## src/rtl/mem_port_arbiter_pkg.sv

```systemverilog
// Shared types for the fetch/data memory port arbiter: FSM state encoding and
// owner identifiers.
package mem_port_arbiter_pkg;

   typedef enum logic [1:0] {
      IDLE = 2'd0,
      BUSY = 2'd1,
      RESP = 2'd2
   } state_t;

   localparam logic FETCH = 1'b0;
   localparam logic DATA  = 1'b1;

endpackage

```

## src/rtl/mem_port_arbiter_arb_rr2.sv

```systemverilog
// Two-way combinational grant between fetch (bit 0) and data (bit 1).
// A tie goes to data under fixed priority, otherwise to the port that did not win last.
module arb_rr2
   import mem_port_arbiter_pkg::*;
(
   input  logic [1:0] i_req,
   input  logic       i_last_grant,
   input  logic       i_prio_data,
   output logic [1:0] o_grant
);

   always_comb begin
      // NOTE: default assignment first so no path through the block can infer a latch.
      o_grant = 2'b00;
      if (i_req == 2'b11) begin
         if (i_prio_data || (i_last_grant == FETCH)) o_grant = 2'b10;
         else                                        o_grant = 2'b01;
      end else begin
         o_grant = i_req;
      end
   end

endmodule

```

## src/rtl/mem_port_arbiter.sv

```systemverilog
// Shares one backend memory port between instruction fetch and data load/store.
// One transaction at a time: IDLE arbitration, BUSY handshake with watchdog, one-cycle RESP ack.
module mem_port_arbiter
   import mem_port_arbiter_pkg::*;
#(
   parameter int AW        = 64,
   parameter int DW        = 64,
   parameter int TIMEOUT   = 255,
   parameter int PRIO_DATA = 0
) (
   input  logic          CLK,
   input  logic          resetl,
   input  logic          if_req,
   input  logic [AW-1:0] if_addr,
   output logic          if_ack,
   output logic          if_err,
   output logic [31:0]   if_rdata,
   input  logic          d_req,
   input  logic          d_we,
   input  logic [AW-1:0] d_addr,
   input  logic [DW-1:0] d_wdata,
   output logic          d_ack,
   output logic          d_err,
   output logic [DW-1:0] d_rdata,
   output logic          m_req,
   output logic          m_we,
   output logic [AW-1:0] m_addr,
   output logic [DW-1:0] m_wdata,
   input  logic          m_ready,
   input  logic [DW-1:0] m_rdata
);

   localparam int CW = $clog2(TIMEOUT + 1);

   state_t        r_state;
   logic          r_last_grant;
   logic          r_owner;
   logic [CW-1:0] r_cnt;

   logic [1:0]    w_grant;
   logic          w_done;
   logic          w_err;
   logic [DW-1:0] w_resp_data;

   arb_rr2 u_arb (
      .i_req        ({d_req, if_req}),
      .i_last_grant (r_last_grant),
      .i_prio_data  (1'(PRIO_DATA)),
      .o_grant      (w_grant)
   );

   // r_cnt holds the BUSY cycles already elapsed, so TIMEOUT-1 marks the last allowed cycle.
   assign w_done      = m_ready || (r_cnt == CW'(TIMEOUT - 1));
   assign w_err       = !m_ready;
   assign w_resp_data = m_ready ? m_rdata : '0;

   // NOTE: sequential state uses non-blocking assignments so every register samples pre-edge values.
   always_ff @(posedge CLK or negedge resetl) begin
      if (!resetl) begin
         r_state      <= IDLE;
         r_last_grant <= FETCH;
         r_owner      <= FETCH;
         r_cnt        <= '0;
         m_req        <= 1'b0;
         m_we         <= 1'b0;
         m_addr       <= '0;
         m_wdata      <= '0;
         if_ack       <= 1'b0;
         if_err       <= 1'b0;
         if_rdata     <= '0;
         d_ack        <= 1'b0;
         d_err        <= 1'b0;
         d_rdata      <= '0;
      end else begin
         case (r_state)
            IDLE: begin
               if (|w_grant) begin
                  r_owner      <= w_grant[1];
                  r_last_grant <= w_grant[1];
                  m_req        <= 1'b1;
                  m_we         <= w_grant[1] & d_we;
                  m_addr       <= w_grant[1] ? d_addr : if_addr;
                  m_wdata      <= w_grant[1] ? d_wdata : '0;
                  r_state      <= BUSY;
               end
            end
            BUSY: begin
               if (w_done) begin
                  m_req   <= 1'b0;
                  m_we    <= 1'b0;
                  m_addr  <= '0;
                  m_wdata <= '0;
                  r_cnt   <= '0;
                  r_state <= RESP;
                  if (r_owner == DATA) begin
                     d_ack   <= 1'b1;
                     d_err   <= w_err;
                     d_rdata <= w_resp_data;
                  end else begin
                     if_ack   <= 1'b1;
                     if_err   <= w_err;
                     if_rdata <= w_resp_data[31:0];
                  end
               end else begin
                  r_cnt <= r_cnt + 1'b1;
               end
            end
            RESP: begin
               if_ack   <= 1'b0;
               if_err   <= 1'b0;
               if_rdata <= '0;
               d_ack    <= 1'b0;
               d_err    <= 1'b0;
               d_rdata  <= '0;
               r_state  <= IDLE;
            end
            default: r_state <= IDLE;
         endcase
      end
   end

endmodule

```

## config.mk

```make
export PLATFORM = sky130hd
export DESIGN_NAME = mem_port_arbiter
export DESIGN_NICKNAME = d
export VERILOG_FILES = /design/src/rtl/mem_port_arbiter_pkg.sv /design/src/rtl/mem_port_arbiter_arb_rr2.sv /design/src/rtl/mem_port_arbiter.sv
export SDC_FILE = /design/constraint.sdc
export NUM_CORES = 1
export LEC_CHECK = 0
export CELL_PAD_IN_SITES_DETAIL_PLACEMENT = 1
export CELL_PAD_IN_SITES_GLOBAL_PLACEMENT = 2
export CORE_ASPECT_RATIO = 0.75
export CORE_UTILIZATION = 24
export DETAILED_ROUTE_END_ITERATION = 10
export PLACE_DENSITY = 0.76
export SYNTH_ARGS = -nofsm -noshare
export SYNTH_HDL_FRONTEND = slang
export SYNTH_SLANG_ARGS = --single-unit
```

## constraint.sdc

```tcl
create_clock -name CLK -period 2.05 [get_ports CLK]
set_input_delay 0.41 -clock CLK [delete_from_list [all_inputs] [get_ports CLK]]
set_output_delay 0.41 -clock CLK [all_outputs]
set_load 0.05 [all_outputs]
```

After elaboration in Yosys (flattened, before gate mapping)
Index checks and enable logic that the tools add are counted.
- bits in registers: 241
- input bits: 262
- output and inout bits: 230
- logic and storage cells: 71
- add/sub/neg operators: 1
- equality and inequality tests: 8
- muxes and demuxes: 37
- bitwise logic cells: 1
- reductions and logical operators: 11
- operators by type and width (kind ; count):
    $mux W64 ; 8
    $pmux W64 S2 ; 3
    $mux W32 ; 2
    $pmux W32 S2 ; 1
    $pmux W1 S2 ; 6
    $mux W1 ; 11
    $reduce_and A3 Y1 ; 3
    $add A8 B1 Y8 const B ; 1
    $eq A8 B8 Y1 const B ; 1
    $mux W2 ; 4
    $mux W8 ; 1
    $ne A2 B2 Y1 const B ; 4
    $eq A2 B2 Y1 const B ; 2
    $pmux W2 S2 ; 1
    $reduce_and A2 Y1 ; 2
    $reduce_bool A2 Y1 ; 2
    $eq A2 B1 Y1 const B ; 1
    $logic_not A2 Y1 ; 1
    $reduce_or A2 Y1 ; 1
    $and A1 B1 Y1 ; 1
    $logic_not A1 Y1 ; 1
    $logic_or A1 B1 Y1 ; 1

Logic depth before layout (Yosys ltp)
- depth in word-level cells: 5
- gate-level depth with buffers: 8
- mapped depth without buffers: 6

Cells and area by module
Synthesis repeated with hierarchy kept, for this count alone.
- cell total of the unflattened synthesis: 688
- area, all modules: 9565.4 sq um
- modules (own cells, without submodules) (module ; times used ; cells an instance ; area an instance (sq um) ; seq. area each (sq um)):
    mem_port_arbiter ; 1 ; 684 ; 9535.4 ; 6030.8
    arb_rr2 ; 1 ; 4 ; 30.0 ; 0.0

Least setup slack after synthesis
Ideal clock, no wire load.
- kind: register to register
- from: reg r_cnt[0]
- to: reg m_wdata[10]
- library setup time: 0.121 ns
- arrival: 1.654 ns
- required time: 1.929 ns
- slack: 0.275 ns
- stages on the path, launching flop included: 9
- buffers on the path: 2
- period minus slack after synthesis: 1.775 ns
- cells stage by stage: dfrtp_1 > inv_1 > ha_1 > nand3_1 > o21ai_2 > a21boi_2 > buf_6 > buf_2 > a22o_1
- word-level cells in the longest chain between the ends: 4
- RTL lines (item ; RTL line ; text):
    start: declaration ; mem_port_arbiter.sv:38 ; logic [CW-1:0] r_cnt;
    start signal: assignment ; mem_port_arbiter.sv:105 ; r_cnt <= r_cnt + 1'b1;
    $eq A8 B8 Y1 ; mem_port_arbiter.sv:53 ; assign w_done = m_ready || (r_cnt == CW'(TIMEOUT - 1));
    $logic_or A1 B1 Y1 ; mem_port_arbiter.sv:53 ;
    $ne A2 B2 Y1 (no source line) ; -- ;
    $reduce_and A3 Y1 (no source line) ; -- ;
    end signal: assignment ; mem_port_arbiter.sv:83 ; m_wdata <= w_grant[1] ? d_wdata : '0;
    end: declaration ; mem_port_arbiter.sv:28 ; output logic [DW-1:0] m_wdata,
Every way passes these cells.
A chain may end at the register's enable or synchronous reset.

Final worst setup path
- from: reg m_wdata[49]
- to: out m_wdata[49]
No word-level cell between the ends.

==> metrics.csv <==
stage;metric;value;unit
floorplanning;dieArea;0.0399;mm²
yosys;synthAdderAreaFrac;0.00267;
sta;max_freq;0.521;GHz
setup_path;slowest_delay;0.56;ns
sta;fin_crit_sh;0.937;
setup_path;crit_path_end_kind;output port;
grt;grt_overflow_total;0;
floorplanning;die_h;173;µm
grt;grt_pass1_wl;54200;µm
setup_path;worstPathArrival;1.51;ns
setup_path;critPathRequiredTime;1.64;ns
final_layout;drive_above_1_share;0.110;
floorplanning;io-pin-count;492;
detailed_routing;viasPerCell;4.63;
setup_path;reg2reg_from;r_cnt[0]$_DFFE_PN0P_;
grt;grt_max_degree;66;
cts;path_clk_slew;0.07;ns
yosys;synth_top_family_by_area;compound AO/OA/AOI/OAI gates;
floorplanning;row_count;62;
cts;cts_tree;done;
final_layout;area_delta_synth_final;70.5;%
setup_path;worstPathBufferInverterCount;1;
detailed_routing;wl_per_cell;20.4;µm
cts;clkSinkCount;241;
detailed_routing;firstDrtPassIters;6;
setup_path;rr_endpoint;if_rdata[27]$_DFFE_PN0P_;
final_layout;diodes;0;
sta;min_period;1.92;ns
grt;grt_antenna_before_repair;0;
sta;hold_viol;0;
grt;grt_usage;0.174;
sta;finalSetupTns;0;ns
place;routabilityCongestion;0.777;
outcome;outcome;complete, no violations;
yosys;synth_seq_cells;241;
yosys;synth_mux_area_frac;0.0682;
yosys;synth_area;0.00939;mm²
yosys;synth_cell_types;38;
sta;slew_headroom;0.634;
sta;drv_slew;0;
place;placed_area;0.0153;mm²
grt;grt_pass1_vias;8782;
sta;grt_setup_unrepaired;false;
setup_path;crit_type;reg2out;
setup_path;reg2reg_slack;0.15;ns
job;maxCapViolCount;0;
yosys;syn_avg_cell_area;14.0;µm²
yosys;yosys.area_share.simple;0.0237;
setup_path;start_kind;register;
setup_path;path_depth;1;
power_and_ir_drop;power_density;1840;mW/mm²
final_layout;finish.instance_area;0.0160;mm²
yosys;ys.flop_type;dfrtp_1;
detailed_routing;drt-total-wl;35200;µm
detailed_routing;drc;0;
setup_path;path_max_fanout;2;
yosys;synth-xor-area-share;0;
final_layout;nets;1456;
cts;root_buffer;clkbuf_16;
yosys;synth_cells;672;
setup_path;r2r_cells;8;
setup_path;cp_slowest_cell;dlygate4sd2_1;
power_and_ir_drop;ir_drop;0.857;mV
cts;cts_buffers;26;
floorplanning;die_w;230;µm
yosys;async_flop_share;1.00;
detailed_routing;drtIter0Drc;342;
sta;fin_worst_skew;0.0207;ns
setup_path;path_delay_family;buffers and inverters;
setup_path;crit_chain;dlygate4sd2_1;
power_and_ir_drop;total_power;0.0295;W
cts;ctsLongestPathBuffers;3;
floorplanning;start_util;0.244;
place;dp_hpwl;26200;µm
cts;h-tree-depth;1;
hold_path;hp-class;in2async;
yosys;yosysWarnings;0;
detailed_routing;ant_nets;0;
setup_path;worstSetupEndpoint;m_wdata[49];
sta;whs;0.389;ns
yosys;synth_compound_area_frac;0.231;
floorplanning;core_area;0.0384;mm²
power_and_ir_drop;p_leak;7.80;nW
yosys;synth-edff-count;0;
place;port_buffers;491;
sta;setup_viol;0;
sta;tightest_slew;0.551;ns
yosys;synthesis.nets;936;
yosys;ys_seq_area_frac;0.642;
cts;clk_latency;0.53;ns
detailed_routing;vias;7990;
setup_path;setup.worst_path.start;m_wdata[49]$_DFFE_PN0P_;
==> state kept, by name (all words and copies together) (netlist names), 2 cells and up <==
register and count:
d_rdata 64, m_addr 64, m_wdata 64, if_rdata 32, r_cnt 8, r_state 2
==> cell type report <==
type                       count  area (µm²)
timing repair buffer         551        5300
tap                          512         641
multi-input combinational    366        3110
inverter                       6        22.5
clock inverter                 9         130
sequential                   241        6030
clock buffer                  39         781
fill                        4079       22400
==> power by group <==
| part | switching, W | internal (W) | total [W] | leakage [nW] |
|---|---|---|---|---|
| Combinational | 0.0112 | 0.00506 | 0.0163 | 4.23 |
| Sequential | 0.00127 | 0.00692 | 0.00819 | 3.13 |
| Clock | 0.00196 | 0.00301 | 0.00498 | 0.446 |
==> worst min path at each step <==
stage	from	end	slack (ns)	cells after the start
finish	resetl	d_rdata[48]$_DFFE_PN0P_	0.39	2
global route	resetl	if_rdata[14]$_DFFE_PN0P_	0.41	2
CTS	resetl	if_rdata[14]$_DFFE_PN0P_	0.38	2
detailed placement	resetl	d_rdata[22]$_DFFE_PN0P_	0.38	1
global placement	resetl	d_rdata[22]$_DFFE_PN0P_	0.37	1
floorplan	resetl	d_ack$_DFFE_PN0P_	0.11	0
==> synthesized netlist by cell type (all sizes together), types with 3 or more instances <==
library cell,count,share of area
dfrtp,241,0.64
a22o,162,0.15
mux2i,64,0.068
o2bb2ai,64,0.060
buf,39,0.021
clkbuf,20,0.0080
nand2,15,0.0060
nor2,9,0.0036
o21ai,9,0.0052
inv,6,0.0024
nand3,6,0.0032
a21oi,5,0.0027
a21o,3,0.0024
nor3,3,0.0016
==> repair_timing <==
item	4_1_cts	5_1_grt
resized for setup	210	1
hold buffers	1	0
cloned	0	0
buffers inserted	0	0
hold endpoints to repair	39	0
endpoints found under the setup margin	210	1
==> worst register-to-register path: stages, from the launching register on <==
cell	delay (ns)
dfrtp_1	0.38
inv_1	0.06
ha_1	0.17
nand3_1	0.19
o21ai_4	0.29
buf_4	0.21
a21oi_2	0.08
buf_12	0.19
a22o_1	0.22
==> metal layers <==
metal  GRT usage  vias to the layer above  wire, µm
li1            -                     3641         -
met1       0.220                     4029     14900
met2       0.296                      279     17000
met3      0.0477                       41      2610
met4      0.0359                        0       691
met5           0                        -         0
==> stage by stage <==
stage / cells / util / worst slack, ns
after floorplan: 672 / - / 0.275
after global placement: 1675 / 0.400 / -0.224
after detailed placement: 1675 / 0.400 / -0.259
after CTS: 1724 / 0.417 / 0.0846
after global routing: 1724 / 0.417 / 0.0523
final: 1724 / 0.417 / 0.130
==> kinds of logic after synthesis <==
family | Yosys count
flip-flops | 241
AND/OR/NAND/NOR | 46
adder cells (fa/ha/maj) | 2
AO/OA/AOI/OAI | 254
buffers and inverters | 65
multiplexers | 64
==> cells in the final DEF, fill, tap and decap left out, drive strengths merged, types with 2 or more instances in the layout <==
master / Yosys / layout
o21ai: 9 / 9
clkinv: 0 / 4
inv: 6 / 7
mux2i: 64 / 64
dlygate4sd2: 0 / 210
o31ai: 2 / 2
o2bb2ai: 64 / 64
a31oi: 2 / 2
clkbuf: 20 / 39
a21o: 3 / 3
a21boi: 2 / 2
or2: 2 / 2
and3: 2 / 2
nor4: 2 / 2
buf: 39 / 80
nor2: 9 / 9
clkdlybuf4s50: 0 / 260
dfrtp: 241 / 241
a22o: 162 / 162
bufinv: 0 / 3
ha: 2 / 2
nand2: 15 / 15
a21oi: 5 / 5
nand3: 6 / 6
nor3: 3 / 3
Note: power is estimated with default switching activity, not from simulation.
